## src/rtl/if_prefetch_stage_if.sv

```systemverilog
// Instruction/data memory port: master drives the request, slave answers with
// ready and read data in the same cycle the transfer completes.
interface mem_if #(
    parameter int ADDR_W = 32
) ();
    logic              m_valid;
    logic [ADDR_W-1:0] m_addr;
    logic [31:0]       m_wdata;
    logic [3:0]        m_wstrb;
    logic              s_ready;
    logic [31:0]       s_rdata;

    modport master (output m_valid, m_addr, m_wdata, m_wstrb, input s_ready, s_rdata);
    modport slave  (input m_valid, m_addr, m_wdata, m_wstrb, output s_ready, s_rdata);
endinterface

```

## src/rtl/if_prefetch_stage.sv

```systemverilog
// Fetch stage with a FIFO_DEPTH-entry prefetch queue of {pc, instr} pairs.
// Optional performance counters are built when IFETCH_PERF_EN is defined.
module if_prefetch_stage #(
    parameter int                ADDR_W     = 32,
    parameter int                FIFO_DEPTH = 4,
    parameter logic [ADDR_W-1:0] RESET_PC   = {ADDR_W{1'b0}}
) (
    input  logic                               clk,
    input  logic                               rst,
    input  logic                               i_flush,
    input  logic [ADDR_W-1:0]                  i_redirect_pc,
    input  logic                               i_id_ready,
    mem_if.master                              imem,
    output logic                               o_if_valid,
    output logic [ADDR_W-1:0]                  o_if_pc,
    output logic [31:0]                        o_if_instr,
    output logic [$clog2(FIFO_DEPTH+1)-1:0]    o_fifo_count,
    output logic [31:0]                        o_perf_fetch_cnt,
    output logic [31:0]                        o_perf_wait_cnt,
    output logic [31:0]                        o_perf_flush_cnt
);
    localparam int CNT_W = $clog2(FIFO_DEPTH + 1);
    localparam int PTR_W = $clog2(FIFO_DEPTH);

    logic [ADDR_W-1:0] pc_r;
    logic [PTR_W-1:0]  wr_ptr_r;
    logic [PTR_W-1:0]  rd_ptr_r;
    logic [CNT_W-1:0]  count_r;
    logic [ADDR_W-1:0] pc_mem_r    [FIFO_DEPTH];
    logic [31:0]       instr_mem_r [FIFO_DEPTH];

    logic req_s;
    logic push_s;
    logic valid_s;
    logic pop_s;
    logic unused_redirect_lsb_s;

    // A full queue never requests: a same-cycle pop does not grant credit.
    assign req_s   = !rst && !i_flush && (count_r < CNT_W'(FIFO_DEPTH));
    assign push_s  = req_s && imem.s_ready;
    assign valid_s = !rst && !i_flush && (count_r != {CNT_W{1'b0}});
    assign pop_s   = valid_s && i_id_ready;

    assign unused_redirect_lsb_s = ^i_redirect_pc[1:0];

    assign imem.m_valid = req_s;
    assign imem.m_addr  = pc_r;
    assign imem.m_wdata = 32'd0;
    assign imem.m_wstrb = 4'b0000;

    assign o_if_valid   = valid_s;
    assign o_if_pc      = pc_mem_r[rd_ptr_r];
    assign o_if_instr   = instr_mem_r[rd_ptr_r];
    assign o_fifo_count = rst ? {CNT_W{1'b0}} : count_r;

    // Fetch PC, queue pointers and occupancy; reset beats flush beats traffic.
    always_ff @(posedge clk) begin
        if (rst) begin
            pc_r     <= RESET_PC;
            wr_ptr_r <= {PTR_W{1'b0}};
            rd_ptr_r <= {PTR_W{1'b0}};
            count_r  <= {CNT_W{1'b0}};
        end else if (i_flush) begin
            pc_r     <= {i_redirect_pc[ADDR_W-1:2], 2'b00};
            wr_ptr_r <= {PTR_W{1'b0}};
            rd_ptr_r <= {PTR_W{1'b0}};
            count_r  <= {CNT_W{1'b0}};
        end else begin
            if (push_s) begin
                pc_r     <= pc_r + ADDR_W'(4);
                wr_ptr_r <= wr_ptr_r + PTR_W'(1);
            end else begin
                pc_r     <= pc_r;
                wr_ptr_r <= wr_ptr_r;
            end
            if (pop_s) begin
                rd_ptr_r <= rd_ptr_r + PTR_W'(1);
            end else begin
                rd_ptr_r <= rd_ptr_r;
            end
            case ({push_s, pop_s})
                2'b10:   count_r <= count_r + CNT_W'(1);
                2'b01:   count_r <= count_r - CNT_W'(1);
                default: count_r <= count_r;
            endcase
        end
    end

    // Queue storage; contents are qualified by count so no reset is needed.
    always_ff @(posedge clk) begin
        if (push_s) begin
            pc_mem_r[wr_ptr_r]    <= pc_r;
            instr_mem_r[wr_ptr_r] <= imem.s_rdata;
        end else begin
            pc_mem_r[wr_ptr_r]    <= pc_mem_r[wr_ptr_r];
            instr_mem_r[wr_ptr_r] <= instr_mem_r[wr_ptr_r];
        end
    end

`ifdef IFETCH_PERF_EN
    logic [31:0] perf_fetch_r;
    logic [31:0] perf_wait_r;
    logic [31:0] perf_flush_r;

    // Event counters, free-running and wrapping modulo 2^32.
    always_ff @(posedge clk) begin
        if (rst) begin
            perf_fetch_r <= 32'd0;
            perf_wait_r  <= 32'd0;
            perf_flush_r <= 32'd0;
        end else begin
            perf_fetch_r <= perf_fetch_r + (push_s ? 32'd1 : 32'd0);
            perf_wait_r  <= perf_wait_r + ((req_s && !imem.s_ready) ? 32'd1 : 32'd0);
            perf_flush_r <= perf_flush_r + (i_flush ? 32'd1 : 32'd0);
        end
    end

    assign o_perf_fetch_cnt = perf_fetch_r;
    assign o_perf_wait_cnt  = perf_wait_r;
    assign o_perf_flush_cnt = perf_flush_r;
`else
    assign o_perf_fetch_cnt = 32'd0;
    assign o_perf_wait_cnt  = 32'd0;
    assign o_perf_flush_cnt = 32'd0;
`endif
endmodule

```

## src/flat_wrapper.sv

```systemverilog
// flat-port wrapper written by rule: the top's interface ports become plain ports
module if_prefetch_stage_flat 
#(
    parameter int                ADDR_W     = 32,
    parameter int                FIFO_DEPTH = 4,
    parameter logic [ADDR_W-1:0] RESET_PC   = {ADDR_W{1'b0}}
)
  (clk, rst, i_flush, i_redirect_pc, i_id_ready, o_if_valid, o_if_pc, o_if_instr, o_fifo_count, o_perf_fetch_cnt, o_perf_wait_cnt, o_perf_flush_cnt, imem_m_valid, imem_m_addr, imem_m_wdata, imem_m_wstrb, imem_s_ready, imem_s_rdata);
  mem_if #(.ADDR_W(ADDR_W)) imem_i ();
  input  logic clk;
  input  logic rst;
  input  logic i_flush;
  input  logic [ADDR_W-1:0] i_redirect_pc;
  input  logic i_id_ready;
  output logic o_if_valid;
  output logic [ADDR_W-1:0] o_if_pc;
  output logic [31:0] o_if_instr;
  output logic [$clog2(FIFO_DEPTH+1)-1:0] o_fifo_count;
  output logic [31:0] o_perf_fetch_cnt;
  output logic [31:0] o_perf_wait_cnt;
  output logic [31:0] o_perf_flush_cnt;
  output wire logic [$bits(imem_i.m_valid)-1:0] imem_m_valid;
  output wire logic [$bits(imem_i.m_addr)-1:0] imem_m_addr;
  output wire logic [$bits(imem_i.m_wdata)-1:0] imem_m_wdata;
  output wire logic [$bits(imem_i.m_wstrb)-1:0] imem_m_wstrb;
  input wire logic [$bits(imem_i.s_ready)-1:0] imem_s_ready;
  input wire logic [$bits(imem_i.s_rdata)-1:0] imem_s_rdata;
  assign imem_m_valid = imem_i.m_valid;
  assign imem_m_addr = imem_i.m_addr;
  assign imem_m_wdata = imem_i.m_wdata;
  assign imem_m_wstrb = imem_i.m_wstrb;
  assign imem_i.s_ready = imem_s_ready;
  assign imem_i.s_rdata = imem_s_rdata;
  if_prefetch_stage #(.ADDR_W(ADDR_W), .FIFO_DEPTH(FIFO_DEPTH), .RESET_PC(RESET_PC)) u_core (.clk(clk), .rst(rst), .i_flush(i_flush), .i_redirect_pc(i_redirect_pc), .i_id_ready(i_id_ready), .imem(imem_i), .o_if_valid(o_if_valid), .o_if_pc(o_if_pc), .o_if_instr(o_if_instr), .o_fifo_count(o_fifo_count), .o_perf_fetch_cnt(o_perf_fetch_cnt), .o_perf_wait_cnt(o_perf_wait_cnt), .o_perf_flush_cnt(o_perf_flush_cnt));
endmodule
```

## config.mk

```make
export PLATFORM = sky130hd
export DESIGN_NAME = if_prefetch_stage_flat
export DESIGN_NICKNAME = d
export VERILOG_FILES = /design/src/rtl/if_prefetch_stage_if.sv /design/src/rtl/if_prefetch_stage.sv /design/src/flat_wrapper.sv
export SDC_FILE = /design/constraint.sdc
export NUM_CORES = 1
export LEC_CHECK = 0
export ABC_CLOCK_PERIOD_IN_PS = 4100
export BUFFER_PORTS_ARGS = -buffer_cell sky130_fd_sc_hd__buf_2
export CORE_ASPECT_RATIO = 0.6
export CORE_MARGIN = 2
export CORE_UTILIZATION = 50
export CTS_BUF_LIST = sky130_fd_sc_hd__clkbuf_4
export CTS_CLUSTER_SIZE = 30
export DETAILED_ROUTE_END_ITERATION = 8
export PLACE_DENSITY = 0.88
export SETUP_SLACK_MARGIN = 0.15
export SLEW_MARGIN = 20
export SYNTH_ARGS = -nofsm -noshare
export SYNTH_HDL_FRONTEND = slang
export SYNTH_SLANG_ARGS = --single-unit
```

## constraint.sdc

```tcl
create_clock -name clk -period 4.1 [get_ports clk]
set_clock_uncertainty 0.1 [all_clocks]
set_input_delay 0.205 -clock clk [delete_from_list [all_inputs] [get_ports clk]]
set_output_delay 0.205 -clock clk [all_outputs]
set_load 0.01 [all_outputs]
```

== Word level (Yosys, flattened, before mapping) ==
Memory sizes are Yosys's and may differ from the RTL's. A register that Yosys moved wholly into a read port is not among the register bits.
Index checks and enable logic that the tools add are counted.
Word-level totals
  bits in registers: 39
  memory bits (writable): 256
  bits of input ports: 69
  output and inout bits: 233
  logic and storage cells: 43
  memories kept: 2
Memory list
  u_core.instr_mem_r: words 4, width 32, read ports 1, clocked after Yosys merged registers in 1, wr ports 1, line if_prefetch_stage.sv:30  | logic [31:0] instr_mem_r [FIFO_DEPTH];
  u_core.pc_mem_r: words 4, width 32, read ports 1, clocked after Yosys merged registers in 1, wr ports 1, line if_prefetch_stage.sv:29  | logic [ADDR_W-1:0] pc_mem_r [FIFO_DEPTH];
Operators by class
  $add $sub $neg: 5
  $lt $le $gt $ge: 1
  equal/unequal tests: 3
  muxes and demuxes: 13
  bitwise operators: 2
  reductions and logical operators: 12
Operator list (number)
  $mux W32: 4
  $add A32 B3 Y32 const B: 1
  $mux W2: 4
  $pmux W3 S2: 1
  $logic_and A1 B1 Y1: 5
  $add A2 B1 Y2 const B: 2
  $reduce_bool A2 Y1: 2
  $add A3 B1 Y3 const B: 1
  $lt A3 B3 Y1 const B: 1
  $mux W1: 3
  $mux W3: 1
  $reduce_bool A3 Y1: 1
  $sub A3 B1 Y3 const B: 1
  $eq A2 B1 Y1 const B: 1
  $eq A2 B2 Y1 const B: 1
  $logic_not A1 Y1: 2
  $or A1 B1 Y1: 2
  $reduce_and A2 Y1: 1
  $reduce_or A2 Y1: 1
  $ne A0 B0 Y1: 1

== Logic depth before layout (Yosys ltp) ==
  depth in word-level cells: 7
  depth in mapped cells: 9
  depth with buffers taken out: 8

== Worst setup path after synthesis ==
No wires, ideal clock.
  path type: in2reg
  from: input rst
  to: memory u_core.instr_mem_r[0][0], enable pin
  data arrival time: 2.585 ns
  required time: 3.574 ns
  slack: 0.989 ns
  stages: 4
  path buffers: 2
  path through: clkbuf_1 nor4b_4 clkbuf_1 and2_1
On the way
  word-level cells in the longest chain between the ends: 7
  elaborated cells on any way between the ends: 9
RTL lines
  start, declared: line flat_wrapper.sv:11  | input logic rst;
  $logic_not A1 Y1 (*): line if_prefetch_stage.sv:39  | assign req_s = !rst && !i_flush && (count_r < CNT_W'(FIFO_DEPTH));
  $logic_and A1 B1 Y1 (*) (2 in a row): line if_prefetch_stage.sv:39
  $logic_and A1 B1 Y1 (*): line if_prefetch_stage.sv:40  | assign push_s = req_s && imem.s_ready;
  $mux W1 (on tied branches): line if_prefetch_stage.sv:91, if_prefetch_stage.sv:96
  $mux W1 (not written as such) or $reduce_and A2 Y1 (tied branches)
  $or A1 B1 Y1 (no line) (*)
  end, declared: line if_prefetch_stage.sv:30
Mark *: on every way between the ends. The rest lies on a longest branch, timed or not.

== Worst setup path after layout ==
  from: register u_core.pc_r[7], in the netlist u_core.imem.m_addr[7]
  to: register u_core.pc_r[21], in the netlist u_core.imem.m_addr[21]
On the way
  word-level cells in the longest chain between the ends: 3
RTL lines
  start, declared: line if_prefetch_stage.sv:25  | logic [ADDR_W-1:0] pc_r;
  start signal, assigned: line if_prefetch_stage.sv:64  | pc_r <= {i_redirect_pc[ADDR_W-1:2], 2'b00};
  start signal, assigned: line if_prefetch_stage.sv:70  | pc_r <= pc_r + ADDR_W'(4);
  start signal, assigned: line if_prefetch_stage.sv:73  | pc_r <= pc_r;
  $add A32 B3 Y32: line if_prefetch_stage.sv:70
  $mux W32: line if_prefetch_stage.sv:69  | if (push_s) begin
  $mux W32: line if_prefetch_stage.sv:63  | end else if (i_flush) begin
Every way passes these cells. The select of a mux whose other input is x is not followed.
A chain may end at the register's enable or synchronous reset.

==> results.py <==
metrics = {
    "final_layout": {
        "drive_above_1_share_pct": 32.3,
        "fillers": 1750,
        "finalNetCount": 1144,
        "fin_area_sq_um": 14800,
        "area_growth_pct": 20.7,
    },
    "pwr": {
        "p_switching_uw": 1380,
        "irDropWorstVdd_mv": 0.224,
        "pwr-share-seq_pct": 54.2,
        "comb_power_share_pct": 6.2,
        "power_frac_clock_pct": 39.7,
        "p_leak_uw": 0.00548,
        "p_int_uw": 4680,
        "p_per_area_nw_per_um2": 408,
        "switching_share_pct": 22.8,
    },
    "clock_tree": {
        "clockBufferDepth": 3,
        "clkLatencyLatePin_ps": 720,
        "clk_pin_slew_ps": 70,
        "numCtsBuffers": 69,
        "cts_root_buffer": "clkbuf_4",
        "cts_tree": "yes",
        "cts_setup_buffers": 0,
        "holdBufCountCts": 98,
        "clock-sinks": 287,
        "cts_resized": 0,
        "htreeDepth": 3,
    },
    "routing": {
        "wl_met2_microns": 13100,
        "wl_per_cell_microns": 19.1,
        "vias": 7527,
        "met1_length_microns": 11300,
        "drtAntennaViolNets": 0,
        "drt_iter0_markers": 743,
        "vias_per_cell": 5.21,
        "maxUsedRoutingLayer": "met4",
        "totalWireLength_microns": 27600,
        "wl_met3_microns": 2380,
        "drc_errors": 0,
        "drt-pass1-iter-count": 5,
    },
    "floorplanning": {
        "initial_core_util_pct": 50.9,
        "core_area_sq_um": 24200,
        "io_pins": 302,
        "die_h_microns": 125,
        "die_w_microns": 206,
        "die_area_sq_um": 25900,
        "std_cell_rows": 44,
    },
    "sta": {
        "tightest_slew_ps": 1030,
        "slew_headroom_pct": 31.5,
        "rsz0062_at_grt": "no",
        "max_freq_mhz": 307,
        "finalSetupTns_ps": 0,
        "fin_crit_sh_pct": 79.3,
        "period_needed_ps": 3250,
        "whs_ps": 116,
        "setup_viol": 0,
        "hold_violations": 0,
        "maxSlewViolCount": 0,
    },
    "setup_path": {
        "path_class": "reg -> reg",
        "cp_max_fo": 11,
        "critPathArrivalTime_ps": 3790,
        "required_ps": 4640,
        "reg2regPathDepth": 5,
        "worstSetupEndpointType": "register",
        "start_kind": "register",
    },
    "min_path": {
        "hold_path.class": "in -> reg",
        "whs_path_depth": 5,
    },
    "place": {
        "hpwl_microns": 15500,
        "io_buffers": 163,
        "gp_congestion": 0.769,
        "post_dp_cell_area_sq_um": 12900,
    },
    "grt": {
        "antenna_found_initial": 1,
        "grt_pass1_wl_microns": 41400,
        "grt_pass1_vias": 7423,
        "grt_start_max_net_pins": 63,
        "grt-ovfl-total": 0,
        "grt_usage_pct": 21.5,
    },
    "synth": {
        "synth.distinct_cells": 55,
        "synth_ff_type": "edfxtp_1",
        "synth_edf_count": 248,
        "synth_area_per_cell_sq_um": 16.1,
        "ys_ff_latch": 287,
        "syn_inst": 763,
        "yosys.area.top_type": "edfxtp_1",
        "synthTopCellsByCount": "edfxtp_1 (248), buf_4 (136), mux4_2 (62)",
        "synth.area.top_cells": "edfxtp_1 (61%), mux4_2 (11%), buf_4 (8.3%), dfxtp_1 (6.3%), nor2_1 (1.1%)",
        "seq_area_frac_synth_pct": 66.9,
        "async_flop_share_pct": 0,
        "post-synth-top-count-cell": "edfxtp_1",
        "synth_top_area_share_pct": 60.6,
        "ys_warn_count": 0,
        "syn-cell-area_sq_um": 12300,
    },
    "status": {
        "status": "finished clean",
    },
    "flow_run": {
        "maxCapViolations": 0,
    },
}
## path summary, 6_finish.rpt
path	from	end	slack, ps
worst max-delay path	u_core.imem.m_addr[7]	u_core.imem.m_addr[21]	850
worst min-delay path	rst	u_core.imem.m_addr[17]	120
worst max register to register	u_core.imem.m_addr[7]	u_core.imem.m_addr[21]	850
worst min register to register	u_core.wr_ptr_r[1]	u_core.wr_ptr_r[1]	420
## through the flow
stage | worst slack [ps] | total power, uW | cells | util (%)
floorplan | 989 | 3590 | 898 | -
global placement | 1610 | 3620 | 1221 | 53.6
detailed placement | 1570 | 3630 | 1221 | 53.6
CTS | 863 | 6120 | 1444 | 61.4
finish | 848 | 6060 | 1446 | 61.4
global route | 721 | 6330 | 1445 | 61.4
## power by group through the flow
| stage | Sequential [uW] | Clock (uW) | Combinational (uW) |
|---|---|---|---|
| finish | 3280 | 2410 | 374 |
| global route | 3290 | 2630 | 403 |
| CTS | 3280 | 2480 | 360 |
| detailed placement | 3350 | 0 | 283 |
| global placement | 3340 | 0 | 277 |
| floorplan | 3330 | 0 | 258 |
## final cells by class
type | instances | area [sq um] | area share [%]
clock buffers | 105 | 788 | 5.31
well taps | 322 | 403 | 2.71
clock inverters | 20 | 130 | 0.876
multi-input cells | 428 | 3380 | 22.8
flip-flops and latches | 287 | 8240 | 55.5
repair buffers | 268 | 1850 | 12.5
diodes | 2 | 5.00 | 0.0337
inverters | 14 | 52.6 | 0.354
## sequential cells by signal, indices dropped and copies added, names as in the netlist, named ones only
| register | cells |
|---|---|
| u_core.count_r | 3 |
| u_core.imem.m_addr | 30 |
| u_core.instr_mem_r | 128 |
| u_core.pc_mem_r | 120 |
| u_core.rd_ptr_r | 2 |
| u_core.wr_ptr_r | 2 |
## logic make-up (layout without fill, tap and decap cells)
kind of cell | count (synthesis) | after routing | synth area share [%]
multiplexers | 67 | 67 | 11.8
AO/OA/AOI/OAI | 59 | 59 | 3.49
AND/OR/NAND/NOR | 147 | 147 | 6.31
XOR/XNOR | 12 | 12 | 0.855
adder cells (fa/ha/maj) | 7 | 7 | 0.773
other | 1 | 138 | 0.0305
buffers and inverters | 183 | 407 | 9.83
flip-flops | 287 | 287 | 66.9
## placed cells by master, fill, tap and decap left out, drive strengths merged, types with 33 or more instances in the layout
cell type	n
clkbuf	105
nor2	35
mux4	62
nand2	33
dfxtp	39
edfxtp	248
conb	136
dlygate4sd3	98
buf	170
## critical path, cell delays in order, from the launching register on
cell	delay (ps)
dfxtp_1	600
nand4_2	350
or4_1	800
o31a_1	350
a221oi_1	360
dlygate4sd3_1	620
## per-layer routing
| layer | vias up | GRT usage [%] |
|---|---|---|
| li1 | 3328 | - |
| met1 | 3736 | 28.8 |
| met2 | 394 | 32.7 |
| met3 | 69 | 6.99 |
| met4 | 0 | 8.74 |
| met5 | - | 0 |
(Power assumes the default switching activity.)
